File: src/rtl/gpio_bank_ctrl.sv
// Two-bank memory-mapped GPIO controller.
// - Pad outputs come straight from the OUT/OE registers.
// - Pad inputs pass through a 2-flop synchroniser.
// - Selected pin edges set sticky IRQ_STAT bits, cleared by writing 1 (W1C).
// - The level interrupt is the OR of enabled status bits, registered.
module gpio_bank_ctrl #(
   parameter int b0_bw = 8,
   parameter int b1_bw = 8,
   parameter int aw    = 4
) (
   input  logic              clk,
   input  logic              rst_n,
   input  logic              req_i,
   input  logic              we_i,
   input  logic [aw-1:0]     addr_i,
   input  logic [31:0]       wdata_i,
   output logic [31:0]       rdata_o,
   output logic              ack_o,
   output logic [b0_bw-1:0]  b0_data_o,
   output logic [b0_bw-1:0]  b0_oe_o,
   input  logic [b0_bw-1:0]  b0_data_i,
   output logic [b1_bw-1:0]  b1_data_o,
   output logic [b1_bw-1:0]  b1_oe_o,
   input  logic [b1_bw-1:0]  b1_data_i,
   output logic              irq_o
);

   localparam int TW = b0_bw + b1_bw;

   localparam logic [aw-1:0] A_B0_OUT   = aw'(4'd0);
   localparam logic [aw-1:0] A_B0_OE    = aw'(4'd1);
   localparam logic [aw-1:0] A_B0_IN    = aw'(4'd2);
   localparam logic [aw-1:0] A_B1_OUT   = aw'(4'd3);
   localparam logic [aw-1:0] A_B1_OE    = aw'(4'd4);
   localparam logic [aw-1:0] A_B1_IN    = aw'(4'd5);
   localparam logic [aw-1:0] A_IRQ_EN   = aw'(4'd6);
   localparam logic [aw-1:0] A_IRQ_STAT = aw'(4'd7);
   localparam logic [aw-1:0] A_EDGE_SEL = aw'(4'd8);

   logic [b0_bw-1:0] r_b0_out;
   logic [b0_bw-1:0] r_b0_oe;
   logic [b1_bw-1:0] r_b1_out;
   logic [b1_bw-1:0] r_b1_oe;
   logic [TW-1:0]    r_irq_en;
   logic [TW-1:0]    r_irq_stat;
   logic [TW-1:0]    r_edge_sel;
   logic [TW-1:0]    r_sync1;
   logic [TW-1:0]    r_sync2;
   logic [TW-1:0]    r_prev;
   logic             r_ack;
   logic [31:0]      r_rdata;
   logic             r_irq;

   logic             w_wr;
   logic             w_rd;
   logic [TW-1:0]    w_rise;
   logic [TW-1:0]    w_fall;
   logic [TW-1:0]    w_set;
   logic [TW-1:0]    w_clr;
   logic [TW-1:0]    w_stat_nxt;
   logic [31:0]      w_rdata;
   logic             w_unused_ok;

   assign w_wr = req_i & we_i;
   assign w_rd = req_i & ~we_i;

   // Upper write-data bits beyond the widest field are intentionally ignored.
   assign w_unused_ok = &{1'b0, wdata_i};

   // Edge detection against prev; set beats a same-cycle W1C on the same bit.
   always_comb begin
      w_rise = r_sync2 & ~r_prev;
      w_fall = ~r_sync2 & r_prev;
      w_set  = (w_rise & r_edge_sel) | (w_fall & ~r_edge_sel);
      if (w_wr && (addr_i == A_IRQ_STAT)) begin
         w_clr = wdata_i[TW-1:0];
      end else begin
         w_clr = '0;
      end
      w_stat_nxt = (r_irq_stat & ~w_clr) | w_set;
   end

   // Read mux: fields zero-extended into the low bits, unmapped indices read 0.
   always_comb begin
      w_rdata = 32'd0;
      if (w_rd) begin
         case (addr_i)
            A_B0_OUT:   w_rdata[b0_bw-1:0] = r_b0_out;
            A_B0_OE:    w_rdata[b0_bw-1:0] = r_b0_oe;
            A_B0_IN:    w_rdata[b0_bw-1:0] = r_sync2[b0_bw-1:0];
            A_B1_OUT:   w_rdata[b1_bw-1:0] = r_b1_out;
            A_B1_OE:    w_rdata[b1_bw-1:0] = r_b1_oe;
            A_B1_IN:    w_rdata[b1_bw-1:0] = r_sync2[TW-1:b0_bw];
            A_IRQ_EN:   w_rdata[TW-1:0]    = r_irq_en;
            A_IRQ_STAT: w_rdata[TW-1:0]    = r_irq_stat;
            A_EDGE_SEL: w_rdata[TW-1:0]    = r_edge_sel;
            default:    w_rdata            = 32'd0;
         endcase
      end else begin
         w_rdata = 32'd0;
      end
   end

   // Bus response: one-cycle ack after every request, read data only with ack.
   always_ff @(posedge clk or negedge rst_n) begin
      if (!rst_n) begin
         r_ack   <= 1'b0;
         r_rdata <= 32'd0;
      end else begin
         r_ack   <= req_i;
         r_rdata <= w_rdata;
      end
   end

   // Read/write configuration registers; writes to read-only or unmapped indices are dropped.
   always_ff @(posedge clk or negedge rst_n) begin
      if (!rst_n) begin
         r_b0_out   <= '0;
         r_b0_oe    <= '0;
         r_b1_out   <= '0;
         r_b1_oe    <= '0;
         r_irq_en   <= '0;
         r_edge_sel <= '0;
      end else if (w_wr) begin
         case (addr_i)
            A_B0_OUT:   r_b0_out   <= wdata_i[b0_bw-1:0];
            A_B0_OE:    r_b0_oe    <= wdata_i[b0_bw-1:0];
            A_B1_OUT:   r_b1_out   <= wdata_i[b1_bw-1:0];
            A_B1_OE:    r_b1_oe    <= wdata_i[b1_bw-1:0];
            A_IRQ_EN:   r_irq_en   <= wdata_i[TW-1:0];
            A_EDGE_SEL: r_edge_sel <= wdata_i[TW-1:0];
            default:    ;
         endcase
      end
   end

   // Two-flop synchroniser for the asynchronous pads, plus the prev stage for edge detection.
   always_ff @(posedge clk or negedge rst_n) begin
      if (!rst_n) begin
         r_sync1 <= '0;
         r_sync2 <= '0;
         r_prev  <= '0;
      end else begin
         r_sync1 <= {b1_data_i, b0_data_i};
         r_sync2 <= r_sync1;
         r_prev  <= r_sync2;
      end
   end

   // Sticky interrupt status; bits are set whether or not they are enabled.
   always_ff @(posedge clk or negedge rst_n) begin
      if (!rst_n) begin
         r_irq_stat <= '0;
      end else begin
         r_irq_stat <= w_stat_nxt;
      end
   end

   // Registered level interrupt, one cycle behind the status/enable registers.
   always_ff @(posedge clk or negedge rst_n) begin
      if (!rst_n) begin
         r_irq <= 1'b0;
      end else begin
         r_irq <= |(r_irq_stat & r_irq_en);
      end
   end

   assign ack_o     = r_ack;
   assign rdata_o   = r_rdata;
   assign irq_o     = r_irq;
   assign b0_data_o = r_b0_out;
   assign b0_oe_o   = r_b0_oe;
   assign b1_data_o = r_b1_out;
   assign b1_oe_o   = r_b1_oe;

endmodule

File: config.mk
export PLATFORM = sky130hd
export DESIGN_NAME = gpio_bank_ctrl
export DESIGN_NICKNAME = d
export VERILOG_FILES = /design/src/rtl/gpio_bank_ctrl.sv
export SDC_FILE = /design/constraint.sdc
export NUM_CORES = 1
export LEC_CHECK = 0
export ABC_CLOCK_PERIOD_IN_PS = 1240
export BUFFER_PORTS_ARGS = -buffer_cell sky130_fd_sc_hd__buf_2
export CAP_MARGIN = 20
export CORE_AREA = 2 2 145 147
export DETAILED_ROUTE_END_ITERATION = 12
export DIE_AREA = 0 0 147 149
export PLACE_DENSITY = 0.58
export SYNTH_ARGS = -nofsm -noshare
export SYNTH_HDL_FRONTEND = slang
export SYNTH_SLANG_ARGS = --single-unit
export TNS_END_PERCENT = 50
File: constraint.sdc
create_clock -name clk -period 1.24 [get_ports clk]
set_input_delay 0.124 -clock clk [delete_from_list [all_inputs] [get_ports clk]]
set_output_delay 0.124 -clock clk [all_outputs]
set_load 0.005 [all_outputs]
==> impl_results.rst <==
.. list-table::
   :header-rows: 1

   * - Metric
     - Value
   * - Number of instances in the synthesized netlist
     - 492
   * - Largest incremental delay on the critical path
     - 480 ps
   * - Seq/Total Area, Yosys
     - 60.8%
   * - Achievable frequency
     - 740 MHz
   * - H-Tree Level Count
     - 4
   * - Number of max-slew violations in the final report
     - 0
   * - Initial core utilization
     - 29.2%
   * - Critical path endpoint category
     - flip-flop
   * - Max stage delay cell, worst path
     - mux4_2
   * - Total cell area at the placement stage
     - 7370 um2
   * - Leading post-synthesis cells by cell area
     - dfrtp_1 (61%), mux2_2 (9.0%), nand2_1 (3.6%)
   * - Final hold slack
     - 27.5 ps
   * - Number of CTS-inserted buffers
     - 17
   * - Cell type contributing the most total cell area after synthesis
     - dfrtp_1
   * - Site row count
     - 53
   * - Main synth FF type
     - dfrtp_1
   * - Setup tns final
     - -184 ps
   * - Share of the clock period used by the worst path after layout
     - 109%
   * - Ratio of cells with drive above 1 in the final layout
     - 38.8%
   * - Number of global-route vias before repair
     - 4708
   * - RSZ-0062 raised after global routing
     - true
   * - Worst min-delay path category
     - input port to flip-flop
   * - Min Tclk post-route
     - 1350 ps
   * - Synth unique cells
     - 43
   * - Antenna violations before repair
     - 0
   * - Clock transition at path regs
     - 60 ps
   * - X dimension of the die
     - 147 um
   * - Placer congestion estimate
     - 0.927
   * - Detailed Route Iter0 Violations
     - 383
   * - Number of standard cells in the final layout excluding fillers
     - 961
   * - R2R depth
     - 4
   * - Total grt overflow
     - 0
   * - Combinational share of power
     - 14.7%
   * - Die Footprint
     - 21900 um2
   * - Worst path top cell family by delay
     - multiplexers
   * - CP startpoint kind
     - flip-flop
   * - Wire length of the first global-routing pass
     - 26.8 mm
   * - Maximum vdd drop
     - 0.000867 V
   * - Clock latency on the worst-skew pair
     - 420 ps
   * - Root buffer selected by CTS
     - clkbuf_16
   * - Number of remaining DRC errors
     - 0
   * - Clk pwr share
     - 40.4%
   * - Worst reg2reg startpoint
     - b0_data_o[7]
   * - Cell-internal power
     - 9.39 mW
   * - Leakage power of the design
     - 3.81 nW
   * - Most Crowded Layer GR
     - met2
   * - Clock Skews
     - 8.66 ps
   * - Post-Place Worst Slack
     - -438 ps
   * - Net switching share of the total power
     - 26.2%
   * - Filler cell count in the final layout
     - 1989
   * - CP endpoint
     - rdata_o[7]
   * - TritonCTS Sinks
     - 146
   * - Hold violation total from the final report
     - 0
   * - Post-Syn Area
     - 6010 um2
   * - Met1 track demand over resource
     - 21.6%
   * - Register bit count reported by yosys
     - 146
   * - Boundary Pins
     - 122
   * - NumNets Final
     - 729
   * - EDFF count, synth
     - 0
   * - Placed Cells
     - 903
   * - Source of the worst hold timing path
     - wdata_i[6]
   * - Count of antenna-violating nets left after detailed routing
     - 0
   * - Avg Cell Area, Syn
     - 12.2 um2
   * - Worst Path Class, Setup
     - flip-flop to flip-flop
   * - Synthesis-to-finish area growth
     - 38.0%
   * - Power density over the cells
     - 1530 nW/um2
   * - Buffers on Ports
     - 89
   * - Grt met3 use
     - 4.56%
   * - Post-route cell area
     - 8300 um2
   * - Worst setup path start
     - b0_data_o[7]
   * - Maximum fanout encountered on the critical timing path
     - 2
   * - Post-Route WL
     - 17.1 mm
   * - Routed vias
     - 4597
   * - Total Power Consumption
     - 12.7 mW
   * - Worst path buffer plus inverter count
     - 0
   * - Y dimension of the die
     - 149 um
   * - Largest net degree at the start of global routing
     - 39
   * - Number of stages on the worst setup path
     - 4
   * - Met2 track demand over resource in global routing
     - 25.0%
   * - Number of setup violations in the final report
     - 2
   * - Max Root-Sink Buffers
     - 2
   * - Area share of the largest cell type after synthesis
     - 60.8%
   * - Number of antenna cells inserted
     - 0
   * - DP Wirelength
     - 12.5 mm
   * - Terminus of the critical flop-to-flop path
     - rdata_o[7]
   * - Register-to-register setup slack
     - -110 ps
   * - Number of warnings reported in the yosys synthesis log
     - 0
   * - Final core utilization
     - 40.4%
   * - Worst setup margin
     - -111 ps
   * - CP Data Arrival Time
     - 1650 ps
   * - CTS tree
     - built
   * - Sw power
     - 3.34 mW
   * - Result of the run
     - complete, but fails checks
   * - Count of maximum capacitance violations
     - 0
   * - Total core area
     - 20600 um2
   * - Data required time of the critical path
     - 1530 ps
   * - Fraction of synthesis flops using an asynchronous set or reset pin
     - 100%
   * - Violated checks
     - negative setup slack
   * - Sequential Power Share
     - 44.9%
   * - Vias per cell
     - 4.78
   * - Worst Hold Depth
     - 2
   * - Global-route usage over all layers
     - 16.2%
   * - Routed wirelength normalized by instance count
     - 17.8 um
   * - Number of iterations in the first detailed-routing pass
     - 7
   * - Chain of cells forming the critical path
     - mux4_2, nor2b_4, o21bai_1, a21oi_1
[worst min-delay path by stage]
stage,endpoint
3_5_place_dp,r_sync1[0]
2_1_floorplan,ack_o
3_3_place_gp,r_sync1[0]
5_1_grt,b0_oe_o[0]
4_1_cts,r_irq_en[6]
6_report,r_irq_en[6]
[what timing repair did]
item / 4_1_cts / 5_1_grt
pin swaps: 3 / 8
gates resized for setup: 6 / 10
setup buffers: 0 / 0
setup endpoints to repair: 6 / 21
hold buffers: 26 / 0
endpoints found under the hold margin: 180 / 0
[cells by family (layout without fill, tap and decap cells)]
family,after synthesis,after routing,share of synthesized area [%]
buffers and inverters,58,237,5.62
AND/OR/NAND/NOR,127,127,11.2
other,1,16,0.0624
multiplexers,54,54,10.2
AO/OA/AOI/OAI,106,106,12.1
flip-flops,146,146,60.8
[state kept, by name, summed over array words and instances (netlist names)]
register and count:
r_edge_sel 16, r_irq_en 16, r_irq_stat 16, r_prev 16, r_sync1 16, r_sync2 16, rdata_o 16, b0_data_o 8
b0_oe_o 8, b1_data_o 8, b1_oe_o 8, ack_o 1, irq_o 1
[power by group through the flow]
stage | logic (mW) | clock network [mW] | registers (mW)
global route | 2.06 | 5.48 | 5.78
floorplan | 0.904 | 0 | 5.69
detailed placement | 1.78 | 0 | 5.79
CTS | 1.88 | 5.24 | 5.71
global placement | 1.73 | 0 | 5.77
finish | 1.88 | 5.14 | 5.71
[cell usage after synthesis, types with 2 or more instances]
cell type  instances
a21oi_1           14
a221oi_1          10
a222oi_1          14
a22o_1            10
and3_1             3
buf_2              9
buf_4             17
buf_6              6
clkbuf_1           9
dfrtp_1          146
inv_1             16
mux2_1             2
mux2_2            48
mux2i_1            3
nand2_1           58
nand3b_1          21
nor2_1            27
nor2b_1            2
nor4b_4            2
o211ai_1          15
o21ai_0           28
o21ai_1           11
[layer usage]
layer  up-vias  part of all wire (%)
li1       2095                     -
met1      2288                    44
met2       185                    47
met3        29                   6.8
met4         0                   2.9
met5         -                     0
[cells in the final DEF, fill, tap and decap left out, types with 2 or more instances in the layout]
cell | netlist | routed
inv_6 | 0 | 3
clkinv_4 | 0 | 2
a222oi_1 | 14 | 14
nor2_1 | 27 | 27
a221oi_1 | 10 | 4
and3_1 | 3 | 2
o21ai_1 | 11 | 12
a221oi_2 | 0 | 6
o211ai_1 | 15 | 15
clkinvlp_4 | 0 | 4
o21ai_0 | 28 | 27
conb_1 | 1 | 16
a21oi_2 | 0 | 4
clkbuf_16 | 0 | 17
a22o_1 | 10 | 10
nand3b_1 | 21 | 21
dfrtp_1 | 146 | 146
dlygate4sd3_1 | 0 | 26
buf_2 | 9 | 87
nand2_1 | 58 | 58
buf_12 | 0 | 8
inv_1 | 16 | 16
mux2i_1 | 3 | 3
buf_6 | 6 | 2
a21oi_1 | 14 | 10
nor2b_4 | 0 | 2
buf_4 | 17 | 65
nor4b_4 | 2 | 2
mux2_2 | 48 | 20
bufinv_16 | 0 | 2
mux2_4 | 0 | 30
[layout make-up]
cell class | instances | area [um2] | share of cell area (%)
multi-input combinational | 303 | 2270 | 27.4
sequential | 146 | 3650 | 44.0
tap | 275 | 344 | 4.15
clock buffer | 19 | 443 | 5.34
inverter | 16 | 60.1 | 0.724
clock inverter | 13 | 150 | 1.81
timing repair buffer | 189 | 1370 | 16.6
No activity file was read; power rests on OpenSTA's default activity.
